<file path="config.mk">
export PLATFORM = sky130hd
export DESIGN_NAME = input_event_ctrl_flat
export DESIGN_NICKNAME = d
export VERILOG_FILES = /design/src/rtl/lsu_io_pkg.sv /design/src/rtl/input_event_ctrl_if.sv /design/src/rtl/input_event_ctrl_btn_debounce.sv /design/src/rtl/input_event_ctrl.sv /design/src/flat_wrapper.sv
export SDC_FILE = /design/constraint.sdc
export NUM_CORES = 1
export LEC_CHECK = 0
export CAP_MARGIN = 30
export CORE_UTILIZATION = 30
export DETAILED_ROUTE_END_ITERATION = 8
export GPL_TIMING_DRIVEN = 0
export PLACE_DENSITY = 0.52
export SKIP_LAST_GASP = 1
export SYNTH_ARGS = -nofsm -noshare
export SYNTH_HDL_FRONTEND = slang
export SYNTH_SLANG_ARGS = --single-unit
</file>
<file path="constraint.sdc">
create_clock -name i_clk -period 4.75 [get_ports i_clk]
set_input_delay 0.95 -clock i_clk [delete_from_list [all_inputs] [get_ports i_clk]]
set_output_delay 0.95 -clock i_clk [all_outputs]
set_load 0.01 [all_outputs]
</file>
<file path="src/rtl/lsu_io_pkg.sv">
// Shared constants, types and helpers for the LSU memory-mapped input block.
package lsu_io_pkg;

    localparam int ADDR_W = 32;
    localparam int DATA_W = 32;
    localparam int N_BTN  = 4;
    localparam int N_EVT  = 5;

    localparam logic [15:0] SW_ADDR   = 16'h7800;
    localparam logic [15:0] BTN_ADDR  = 16'h7810;
    localparam logic [15:0] FLAG_ADDR = 16'h7820;

    localparam int EVT_BTN0 = 0;
    localparam int EVT_BTN1 = 1;
    localparam int EVT_BTN2 = 2;
    localparam int EVT_BTN3 = 3;
    localparam int EVT_SW   = 4;

    typedef enum logic [1:0] {
        IDLE_LO = 2'd0,
        WAIT_HI = 2'd1,
        IDLE_HI = 2'd2,
        WAIT_LO = 2'd3
    } btn_state_e;

    // A read of the flag register clears everything; a write clears only the ones written.
    function automatic logic [N_EVT-1:0] clear_mask(input logic rd, input logic wr,
                                                    input logic acc, input logic [N_EVT-1:0] w1c);
        return ((acc && rd) ? 5'b11111 : 5'b00000) | ((acc && wr) ? w1c : 5'b00000);
    endfunction

endpackage

</file>
<file path="src/rtl/input_event_ctrl_if.sv">
// LSU load/store bus as seen by the input-event controller.
interface input_event_ctrl_if;
    import lsu_io_pkg::*;

    logic [ADDR_W-1:0] i_addr;
    logic              i_rd_en;
    logic              i_lsu_wren;
    logic [DATA_W-1:0] i_wdata;

    modport master (output i_addr, output i_rd_en, output i_lsu_wren, output i_wdata);
    modport slave  (input  i_addr, input  i_rd_en, input  i_lsu_wren, input  i_wdata);
endinterface

</file>
<file path="src/rtl/input_event_ctrl_btn_debounce.sv">
// One push-button: two-flop synchroniser, debounce FSM and hold counter.
module btn_debounce
    import lsu_io_pkg::*;
#(
    parameter int DEBOUNCE_CYCLES = 20,
    parameter int CNT_W           = $clog2(DEBOUNCE_CYCLES)
) (
    input  logic i_clk,
    input  logic i_rst,
    input  logic i_btn,
    output logic o_level,
    output logic o_press
);

    localparam logic [CNT_W-1:0] CNT_LAST = CNT_W'(DEBOUNCE_CYCLES - 1);

    logic             sync1_q;
    logic             btn_sync_q;
    btn_state_e       state_q, state_d;
    logic [CNT_W-1:0] cnt_q, cnt_d;
    logic             level_q, level_d;
    logic             press_d;

    // Next-state logic; the press pulse is the accepted IDLE_LO->IDLE_HI transition itself.
    always_comb begin
        state_d = state_q;
        cnt_d   = cnt_q;
        press_d = 1'b0;
        case (state_q)
            IDLE_LO: begin
                if (btn_sync_q) begin
                    state_d = WAIT_HI;
                    cnt_d   = '0;
                end else begin
                    state_d = IDLE_LO;
                end
            end
            WAIT_HI: begin
                if (!btn_sync_q) begin
                    state_d = IDLE_LO;
                end else if (cnt_q == CNT_LAST) begin
                    state_d = IDLE_HI;
                    press_d = 1'b1;
                end else begin
                    cnt_d = cnt_q + CNT_W'(1);
                end
            end
            IDLE_HI: begin
                if (!btn_sync_q) begin
                    state_d = WAIT_LO;
                    cnt_d   = '0;
                end else begin
                    state_d = IDLE_HI;
                end
            end
            WAIT_LO: begin
                if (btn_sync_q) begin
                    state_d = IDLE_HI;
                end else if (cnt_q == CNT_LAST) begin
                    state_d = IDLE_LO;
                end else begin
                    cnt_d = cnt_q + CNT_W'(1);
                end
            end
            default: begin
                state_d = IDLE_LO;
                cnt_d   = '0;
            end
        endcase
        level_d = (state_d == IDLE_HI) || (state_d == WAIT_LO);
    end

    // Synchroniser, FSM state, counter and registered level.
    always_ff @(posedge i_clk) begin
        if (!i_rst) begin
            sync1_q    <= 1'b0;
            btn_sync_q <= 1'b0;
            state_q    <= IDLE_LO;
            cnt_q      <= '0;
            level_q    <= 1'b0;
        end else begin
            sync1_q    <= i_btn;
            btn_sync_q <= sync1_q;
            state_q    <= state_d;
            cnt_q      <= cnt_d;
            level_q    <= level_d;
        end
    end

    assign o_level = level_q;
    assign o_press = press_d;

endmodule

</file>
<file path="src/rtl/input_event_ctrl.sv">
// Input buffer sequencing: debounced buttons, synchronised switches,
// sticky event flags with read/W1C clearing and a one-cycle ready pulse.
module input_event_ctrl #(
    parameter int          DEBOUNCE_CYCLES = 20,
    parameter int          CNT_W           = $clog2(DEBOUNCE_CYCLES),
    parameter logic [15:0] FLAG_ADDR       = lsu_io_pkg::FLAG_ADDR
) (
    input  logic                i_clk,
    input  logic                i_rst,
    input  logic [3:0]          i_io_btn,
    input  logic [31:0]         i_io_sw,
    input_event_ctrl_if.slave   bus,
    output logic [3:0]          o_btn_db,
    output logic [31:0]         o_sw_sync,
    output logic [4:0]          o_evt_pending,
    output logic                o_ack
);
    import lsu_io_pkg::*;

    logic [N_BTN-1:0] btn_level_s;
    logic [N_BTN-1:0] btn_press_s;
    logic [31:0]      sw_meta_q, sw_sync_q, sw_prev_q;
    logic [N_EVT-1:0] pending_q, pending_d;
    logic [N_EVT-1:0] set_s, clr_s;
    logic             ack_q, ack_d;
    logic             acc_s, sw_evt_s;
    logic             unused_bus_bits;

    for (genvar g = 0; g < N_BTN; g++) begin : g_btn
        btn_debounce #(
            .DEBOUNCE_CYCLES (DEBOUNCE_CYCLES),
            .CNT_W           (CNT_W)
        ) u_btn_debounce (
            .i_clk   (i_clk),
            .i_rst   (i_rst),
            .i_btn   (i_io_btn[g]),
            .o_level (btn_level_s[g]),
            .o_press (btn_press_s[g])
        );
    end

    // Event set/clear; a set in the same cycle as a clear takes priority.
    always_comb begin
        acc_s     = (bus.i_addr[15:0] == FLAG_ADDR);
        sw_evt_s  = (sw_sync_q != sw_prev_q);
        set_s     = {sw_evt_s, btn_press_s};
        clr_s     = clear_mask(bus.i_rd_en, bus.i_lsu_wren, acc_s, bus.i_wdata[N_EVT-1:0]);
        pending_d = (pending_q & ~clr_s) | set_s;
        ack_d     = |set_s;
    end

    // Switch synchroniser, change-detect history, pending flags and ack.
    always_ff @(posedge i_clk) begin
        if (!i_rst) begin
            sw_meta_q <= 32'h0000_0000;
            sw_sync_q <= 32'h0000_0000;
            sw_prev_q <= 32'h0000_0000;
            pending_q <= 5'b00000;
            ack_q     <= 1'b0;
        end else begin
            sw_meta_q <= i_io_sw;
            sw_sync_q <= sw_meta_q;
            sw_prev_q <= sw_sync_q;
            pending_q <= pending_d;
            ack_q     <= ack_d;
        end
    end

    assign unused_bus_bits = ^{bus.i_addr[31:16], bus.i_wdata[31:N_EVT]};

    assign o_btn_db      = btn_level_s;
    assign o_sw_sync     = sw_sync_q;
    assign o_evt_pending = pending_q;
    assign o_ack         = ack_q;

endmodule

</file>
<file path="src/flat_wrapper.sv">
// flat-port wrapper written by rule: the top's interface ports become plain ports
module input_event_ctrl_flat import lsu_io_pkg::*;
#(
    parameter int          DEBOUNCE_CYCLES = 20,
    parameter int          CNT_W           = $clog2(DEBOUNCE_CYCLES),
    parameter logic [15:0] FLAG_ADDR       = lsu_io_pkg::FLAG_ADDR
)
  (i_clk, i_rst, i_io_btn, i_io_sw, o_btn_db, o_sw_sync, o_evt_pending, o_ack, bus_i_addr, bus_i_rd_en, bus_i_lsu_wren, bus_i_wdata);
  input_event_ctrl_if bus_i ();
  input  logic i_clk;
  input  logic i_rst;
  input  logic [3:0] i_io_btn;
  input  logic [31:0] i_io_sw;
  output logic [3:0] o_btn_db;
  output logic [31:0] o_sw_sync;
  output logic [4:0] o_evt_pending;
  output logic o_ack;
  input wire logic [$bits(bus_i.i_addr)-1:0] bus_i_addr;
  input wire logic [$bits(bus_i.i_rd_en)-1:0] bus_i_rd_en;
  input wire logic [$bits(bus_i.i_lsu_wren)-1:0] bus_i_lsu_wren;
  input wire logic [$bits(bus_i.i_wdata)-1:0] bus_i_wdata;
  assign bus_i.i_addr = bus_i_addr;
  assign bus_i.i_rd_en = bus_i_rd_en;
  assign bus_i.i_lsu_wren = bus_i_lsu_wren;
  assign bus_i.i_wdata = bus_i_wdata;
  input_event_ctrl #(.DEBOUNCE_CYCLES(DEBOUNCE_CYCLES), .CNT_W(CNT_W), .FLAG_ADDR(FLAG_ADDR)) u_core (.i_clk(i_clk), .i_rst(i_rst), .i_io_btn(i_io_btn), .i_io_sw(i_io_sw), .bus(bus_i), .o_btn_db(o_btn_db), .o_sw_sync(o_sw_sync), .o_evt_pending(o_evt_pending), .o_ack(o_ack));
endmodule
</file>
After elaboration in Yosys (flattened, before gate mapping) --
Cells that the tools add are included.
Storage, ports and cells: bits in registers 142, bits in latches 0, memory bits (writable) 0, memory bits (read-only) 0, input bits 104, logic and storage cells 156, memories 0
Cells by class: $add $sub $neg 4, multipliers 0, divide/modulo/power cells 0, $lt $le $gt $ge 0, equal/unequal tests 42, shift operators 0, muxes and demuxes 66, bitwise operators 4, reductions and logical operators 15
Operators with widths (number):
- 2-to-1 mux 5 bit | 22
- case mux 5 bit (4 select lines) | 4
- == test 2 bit (second input constant) | 16
- 2-to-1 mux 2 bit | 16
- inequality test 2 bit (second input constant) | 16
- inequality test 32 bit | 1
- case mux 2 bit (4 select lines) | 4
- adder 5 x 1 -> 5 bit (second input constant) | 4
- == test 5 bit (second input constant) | 4
- 2-to-1 mux 1 bit | 20
- == test 16 x 15 -> 1 bit (second input constant) | 1
- AND reduction 4 bit | 4
- OR 5 bit | 2
- == test 2 x 1 -> 1 bit (second input constant) | 4
- logical NOT 2 bit | 4
- AND 5 bit | 1
- NOT 5 bit | 1
- OR reduction 5 bit | 1
- logical OR 1 bit | 4
- logical AND 1 bit | 2

Longest topological paths before layout --
Gate-level depths: netlist (run 1).
word-level depth 7, depth in mapped cells 5, mapped depth without buffers 5

Cells and area by module --
Synthesis (run 1) repeated with hierarchy kept, for this count alone.
Unflattened totals: cell total of the unflattened synthesis 449, area total of the unflattened synthesis 4874.7 um^2
Modules (own cells, without submodules):
- input_event_ctrl | times used 1, cells an instance 277, area each 3218.1 um^2, sequential area each 2042.0 um^2
- btn_debounce | times used 4, cells an instance 43, area each 414.1 um^2, sequential area each 200.2 um^2

Least setup slack after synthesis (run 1) --
No wires, ideal clock.
path type input port to flip-flop, start point in bus_i_addr[2], end point reg u_core.pending_q[4] (netlist: u_core.o_evt_pending[4]), setup time 0.123 ns, arrival 1.639 ns, required time 4.627 ns, setup slack 2.988 ns, stages 4, cell sequence nor4b_1 nand4_1 o21ai_0 a21oi_1
On the way: word-level cells in the longest chain between the ends 7
RTL lines:
- start, declared | RTL line flat_wrapper.sv:18 | input wire logic [$bits(bus_i.i_addr)-1:0] bus_i_addr;
- == test 16 x 15 -> 1 bit * | RTL line input_event_ctrl.sv:44 | acc_s = (bus.i_addr[15:0] == FLAG_ADDR);
- logical AND 1 bit | RTL line lsu_io_pkg.sv:29 | return ((acc && rd) ? 5'b11111 : 5'b00000) | ((acc && wr) ? w1c : 5'b00000);
- 2-to-1 mux 5 bit | RTL line lsu_io_pkg.sv:29
- OR 5 bit * | RTL line lsu_io_pkg.sv:29
- NOT 5 bit * | RTL line input_event_ctrl.sv:48 | pending_d = (pending_q & ~clr_s) | set_s;
- AND 5 bit * | RTL line input_event_ctrl.sv:48
- OR 5 bit * | RTL line input_event_ctrl.sv:48
- end signal, assigned | RTL line input_event_ctrl.sv:64 | pending_q <= pending_d;
- end, declared | RTL line input_event_ctrl.sv:23 | logic [N_EVT-1:0] pending_q, pending_d;
Mark *: on every way between the ends. The rest lies on a longest branch, timed or not. A chain may end at the register's enable or synchronous reset.

Worst setup path in the final report (run 1) --
start point reg u_core.g_btn[2].u_btn_debounce.level_q, end point out o_btn_db[2]
RTL lines:
- start, declared | RTL line input_event_ctrl_btn_debounce.sv:21 | logic level_q, level_d;
- start signal, assigned | RTL line input_event_ctrl_btn_debounce.sv:86 | level_q <= level_d;
- end, declared | RTL line flat_wrapper.sv:14 | output logic [3:0] o_btn_db;
No word-level cell between the ends.

==> results of run 1 <==
area by class of cell:
class                      count  share of cell area [%]
buffer                        17                   1.220
clock buffer                  21                   6.969
clock inverter                10                   1.549
inverter                       1                 0.05807
multi-input combinational    270                   27.72
sequential                   139                   43.05
tap                          188                   3.639
timing repair buffer         102                   15.80
stage by stage:
stage / utilization, % / total power [mW] / std cells
final: 42.52 / 2.613 / 748
after global routing: 42.52 / 2.718 / 748
after CTS: 42.52 / 2.645 / 748
after detailed placement: 38.90 / 1.411 / 717
after global placement: 38.90 / 1.410 / 717
after floorplan: - / 1.309 / 427
per-layer routing:
metal	vias to the layer above	track usage [%]	share of wire, %
met4	0	7.229	1.9
met3	12	5.820	7.5
met5	-	0	0
li1	1640	-	-
met2	87	23.01	47
met1	1409	14.22	43
worst paths after layout:
path,slack [ns],from,end,cells past startpoint
max,2.36,u_core.g_btn[2].u_btn_debounce.o_level,o_btn_db[2],2
min,0.43,u_core.sw_meta_q[14],u_core.o_sw_sync[14],1
max reg2reg,3.04,u_core.o_sw_sync[20],u_core.o_ack,5
min reg2reg,0.43,u_core.sw_meta_q[14],u_core.o_sw_sync[14],1
flip-flops by register name (all words and copies together) (netlist names):
register / cells
u_core.g_btn.u_btn_debounce.btn_sync_q: 4
u_core.g_btn.u_btn_debounce.cnt_q: 20
u_core.g_btn.u_btn_debounce.o_level: 4
u_core.g_btn.u_btn_debounce.state_q: 5
u_core.g_btn.u_btn_debounce.sync1_q: 4
u_core.o_ack: 1
u_core.o_evt_pending: 5
u_core.o_sw_sync: 32
u_core.sw_meta_q: 32
u_core.sw_prev_q: 32
cells in the final DEF, fill, tap and decap left out, types with 2 or more instances in the layout:
cell,instances
sky130_fd_sc_hd__buf_4,4
sky130_fd_sc_hd__ha_1,4
sky130_fd_sc_hd__clkbuf_1,16
sky130_fd_sc_hd__clkinv_2,8
sky130_fd_sc_hd__mux2_2,3
sky130_fd_sc_hd__nor2_1,26
sky130_fd_sc_hd__or3b_2,2
sky130_fd_sc_hd__dfxtp_1,139
sky130_fd_sc_hd__mux2i_1,4
sky130_fd_sc_hd__clkdlybuf4s50_1,102
sky130_fd_sc_hd__or3b_1,2
sky130_fd_sc_hd__a21oi_1,14
sky130_fd_sc_hd__nand3_1,4
sky130_fd_sc_hd__o21ai_0,8
sky130_fd_sc_hd__clkbuf_16,17
sky130_fd_sc_hd__nor4_1,9
sky130_fd_sc_hd__and2_1,107
sky130_fd_sc_hd__xnor2_1,3
sky130_fd_sc_hd__nand2b_1,4
sky130_fd_sc_hd__nor4b_1,2
sky130_fd_sc_hd__xor2_1,46
sky130_fd_sc_hd__a41oi_1,3
sky130_fd_sc_hd__bufinv_16,2
sky130_fd_sc_hd__nand4_1,15
sky130_fd_sc_hd__nand2_1,9
report_power, final:
part | switching [mW] | internal [mW] | total, mW
Sequential | 0.0191 | 1.21 | 1.22
Clock | 0.456 | 0.774 | 1.23
Combinational | 0.0612 | 0.0962 | 0.157
Total | 0.537 | 2.08 | 2.61
logic make-up after synthesis:
group | count (synthesis)
simple gates | 184
flops | 139
xor+xnor | 49
compound gates | 26
buf+inv | 18
mux | 7
fa+ha+maj | 4
worst max-delay path, cell delays in order (launching register included):
cell                              delay [ns]
sky130_fd_sc_hd__dfxtp_1                0.37
sky130_fd_sc_hd__buf_4                  0.12
sky130_fd_sc_hd__clkdlybuf4s50_1        0.54
==> report_table.html, run 1 <==
<table>
<tr><th>Metric</th><th>Value</th></tr>
<tr><th colspan="2">Run status</th></tr>
<tr><td>Status</td><td>complete, no violations</td></tr>
<tr><th colspan="2">Synthesis</th></tr>
<tr><td>Most common cell in the synthesized netlist</td><td>sky130_fd_sc_hd__dfxtp_1</td></tr>
<tr><td>Synth Register Bits</td><td>139</td></tr>
<tr><td>Leading cell types by count after synthesis</td><td>sky130_fd_sc_hd__dfxtp_1, sky130_fd_sc_hd__and2_1, sky130_fd_sc_hd__xor2_1</td></tr>
<tr><td>Number of synthesis warnings</td><td>0</td></tr>
<tr><td>Largest family of logic cells by synthesized area</td><td>simple AND/OR/NAND/NOR gates</td></tr>
<tr><td>Top cells by area in the synthesized netlist</td><td>sky130_fd_sc_hd__dfxtp_1, sky130_fd_sc_hd__and2_1, sky130_fd_sc_hd__xor2_1</td></tr>
<tr><td>Async SR Flop Fraction</td><td>0%</td></tr>
<tr><td>Synthesized-area fraction occupied by ao, oa, aoi and oai cells</td><td>3.278%</td></tr>
<tr><td>Post-Synthesis Cell Area</td><td>0.004657 sq mm</td></tr>
<tr><td>Net count after synthesis</td><td>535</td></tr>
<tr><td>Multiplexer area fraction after synthesis</td><td>1.585%</td></tr>
<tr><td>XOR/XNOR share of the synthesized area</td><td>9.215%</td></tr>
<tr><td>Number of distinct library cells after synthesis</td><td>27</td></tr>
<tr><td>Share of Yosys cell area claimed by the top area cell type</td><td>59.75%</td></tr>
<tr><td>Cell accounting for the most synthesized area</td><td>sky130_fd_sc_hd__dfxtp_1</td></tr>
<tr><td>Sequential-to-total area share from yosys stat</td><td>59.75%</td></tr>
<tr><td>Number of instances in the synthesized netlist</td><td>427</td></tr>
<tr><td>Most frequently used flop master after synthesis</td><td>sky130_fd_sc_hd__dfxtp_1</td></tr>
<tr><td>Synthesized area divided by synthesized cell count</td><td>10.91 sq um</td></tr>
<tr><td>Synthesized-area fraction occupied by and/or/nand/nor cells</td><td>23.32%</td></tr>
<tr><td>Synth Area in Adders</td><td>1.075%</td></tr>
<tr><td>Number of flops mapped to enable cells by yosys</td><td>0</td></tr>
<tr><th colspan="2">Detailed routing</th></tr>
<tr><td>DRT antenna net count</td><td>0</td></tr>
<tr><td>Via-to-Cell Ratio</td><td>4.209</td></tr>
<tr><td>Final Routed Wirelength</td><td>9873 um</td></tr>
<tr><td>Average wire per standard cell</td><td>13.20 um</td></tr>
<tr><td>Post-route DRC violation count</td><td>0</td></tr>
<tr><td>Number of vias after detailed routing</td><td>3,148</td></tr>
<tr><td>Total iterations of the first detailed-routing run</td><td>4</td></tr>
<tr><td>Violation count after the first detailed-routing iteration</td><td>79</td></tr>
<tr><th colspan="2">Clocking</th></tr>
<tr><td>Post-CTS Setup Inserts</td><td>0</td></tr>
<tr><td>Maximum level of the CTS H-tree</td><td>4</td></tr>
<tr><td>TritonCTS buffer count</td><td>17</td></tr>
<tr><td>Worst-Skew Late Latency</td><td>0.41 ns</td></tr>
<tr><td>CTS hold repair buffers</td><td>0</td></tr>
<tr><td>CTS clk-pin slew, worst paths</td><td>0.05 ns</td></tr>
<tr><td>Clock root cell</td><td>sky130_fd_sc_hd__clkbuf_16</td></tr>
<tr><td>CTS tree</td><td>done</td></tr>
<tr><td>Num Clock Sinks</td><td>139</td></tr>
<tr><td>Clock Tree Buf Depth</td><td>2</td></tr>
<tr><td>Post-CTS sizing</td><td>0</td></tr>
<tr><th colspan="2">Layout</th></tr>
<tr><td>Fillers</td><td>1,476</td></tr>
<tr><td>Area Growth Syn to Fin</td><td>38.80%</td></tr>
<tr><td>Ant. Diodes</td><td>0</td></tr>
<tr><td>Share of post-route cells with drive strength above 1</td><td>7.321%</td></tr>
<tr><td>Sequential Area</td><td>0.002783 sq mm</td></tr>
<tr><td>Post-Layout Inst Area</td><td>0.006464 sq mm</td></tr>
<tr><td>Layout net count</td><td>656</td></tr>
<tr><td>Area of combinational cells with multiple inputs</td><td>0.001792 sq mm</td></tr>
<tr><th colspan="2">Power and ir drop</th></tr>
<tr><td>Peak supply drop</td><td>0.0002811 V</td></tr>
<tr><td>Leak</td><td>2.677 nW</td></tr>
<tr><td>PD cells</td><td>404.2 mW/mm^2</td></tr>
<tr><th colspan="2">STA</th></tr>
<tr><td>Maximum operating frequency</td><td>0.4186 GHz</td></tr>
<tr><td>Setup repair after global routing missed its margin</td><td>no</td></tr>
<tr><td>Final count of negative-setup-slack endpoints</td><td>0</td></tr>
<tr><td>Final hold violation count</td><td>0</td></tr>
<tr><td>Clock skew after layout</td><td>0.004671 ns</td></tr>
<tr><td>Relative slew slack</td><td>61.07%</td></tr>
<tr><td>Final period utilization</td><td>50.29%</td></tr>
<tr><td>Actual transition at the worst max-transition pin</td><td>0.5764 ns</td></tr>
<tr><td>Time the final worst path needs with I/O delays and setup</td><td>2.389 ns</td></tr>
<tr><td>Minimum hold slack</td><td>0.4288 ns</td></tr>
<tr><td>Accumulated negative setup slack</td><td>0 ns</td></tr>
<tr><td>Number of pins exceeding their max-slew limit in the final report</td><td>0</td></tr>
<tr><td>Final critical-path setup slack</td><td>2.361 ns</td></tr>
<tr><th colspan="2">Place</th></tr>
<tr><td>Buffers on Ports</td><td>102</td></tr>
<tr><td>Worst setup slack before clock tree synthesis</td><td>2.124 ns</td></tr>
<tr><td>Sum of net half-perimeters after detailed placement</td><td>7127 um</td></tr>
<tr><td>Post-Place Cell Area</td><td>0.005913 sq mm</td></tr>
<tr><td>RePlAce Congestion</td><td>0.7165</td></tr>
<tr><th colspan="2">Die</th></tr>
<tr><td>Overall die width</td><td>126.6 um</td></tr>
<tr><td># IOs</td><td>146</td></tr>
<tr><td>Row count</td><td>45</td></tr>
<tr><td>Placeable Area</td><td>0.01520 sq mm</td></tr>
<tr><td>Die area</td><td>0.01603 sq mm</td></tr>
<tr><td>Height of the die</td><td>126.6 um</td></tr>
<tr><td>Initial standard-cell utilization of the core</td><td>30.63%</td></tr>
<tr><th colspan="2">Setup path</th></tr>
<tr><td>Worst endpoint data arrival time</td><td>1.44 ns</td></tr>
<tr><td>Worst Path Class, Setup</td><td>flip-flop to output port</td></tr>
<tr><td>Req. time, crit path</td><td>3.80 ns</td></tr>
<tr><td>Crit path max fanout</td><td>4</td></tr>
<tr><td>Worst setup SP type</td><td>flip-flop</td></tr>
<tr><td>Nature of the critical path endpoint</td><td>output port</td></tr>
<tr><th colspan="2">Global route</th></tr>
<tr><td>First-pass GRT wire length</td><td>15,870 um</td></tr>
<tr><td>Pin count of the biggest net entering global routing</td><td>17</td></tr>
<tr><td>Tot GR Track Use</td><td>13.55%</td></tr>
<tr><td>Number of global-route vias before repair</td><td>3,234</td></tr>
<tr><td>Initial antenna violation count</td><td>0</td></tr>
<tr><td>Total grt overflow</td><td>0</td></tr>
<tr><th colspan="2">Worst hold path</th></tr>
<tr><td>Hold Crit Class</td><td>flip-flop to flip-flop</td></tr>
<tr><th colspan="2">Run</th></tr>
<tr><td>MaxCap Viol Count</td><td>0</td></tr>
</table>
Power figures use the tool's default switching activity.
==> run 2: changes to the inputs <==
==> constraint.sdc (replaced) <==
create_clock -name i_clk -period 2.4 [get_ports i_clk]
set_input_delay 0.48 -clock i_clk [delete_from_list [all_inputs] [get_ports i_clk]]
set_output_delay 0.48 -clock i_clk [all_outputs]
set_load 0.01 [all_outputs]
==> results of run 2 <==
Same layout as run 1 (identical final DEF). Status: complete, no violations.
Main changes from that run: setup slack after placement 2.124 ns -> 0.2436 ns; setup slack after layout 2.361 ns -> 0.4812 ns; register-to-register setup slack 3.04 ns -> 0.69 ns; total power 2.613 mW -> 5.171 mW; worst IR drop on VDD 0.0002811 V -> 0.0005564 V
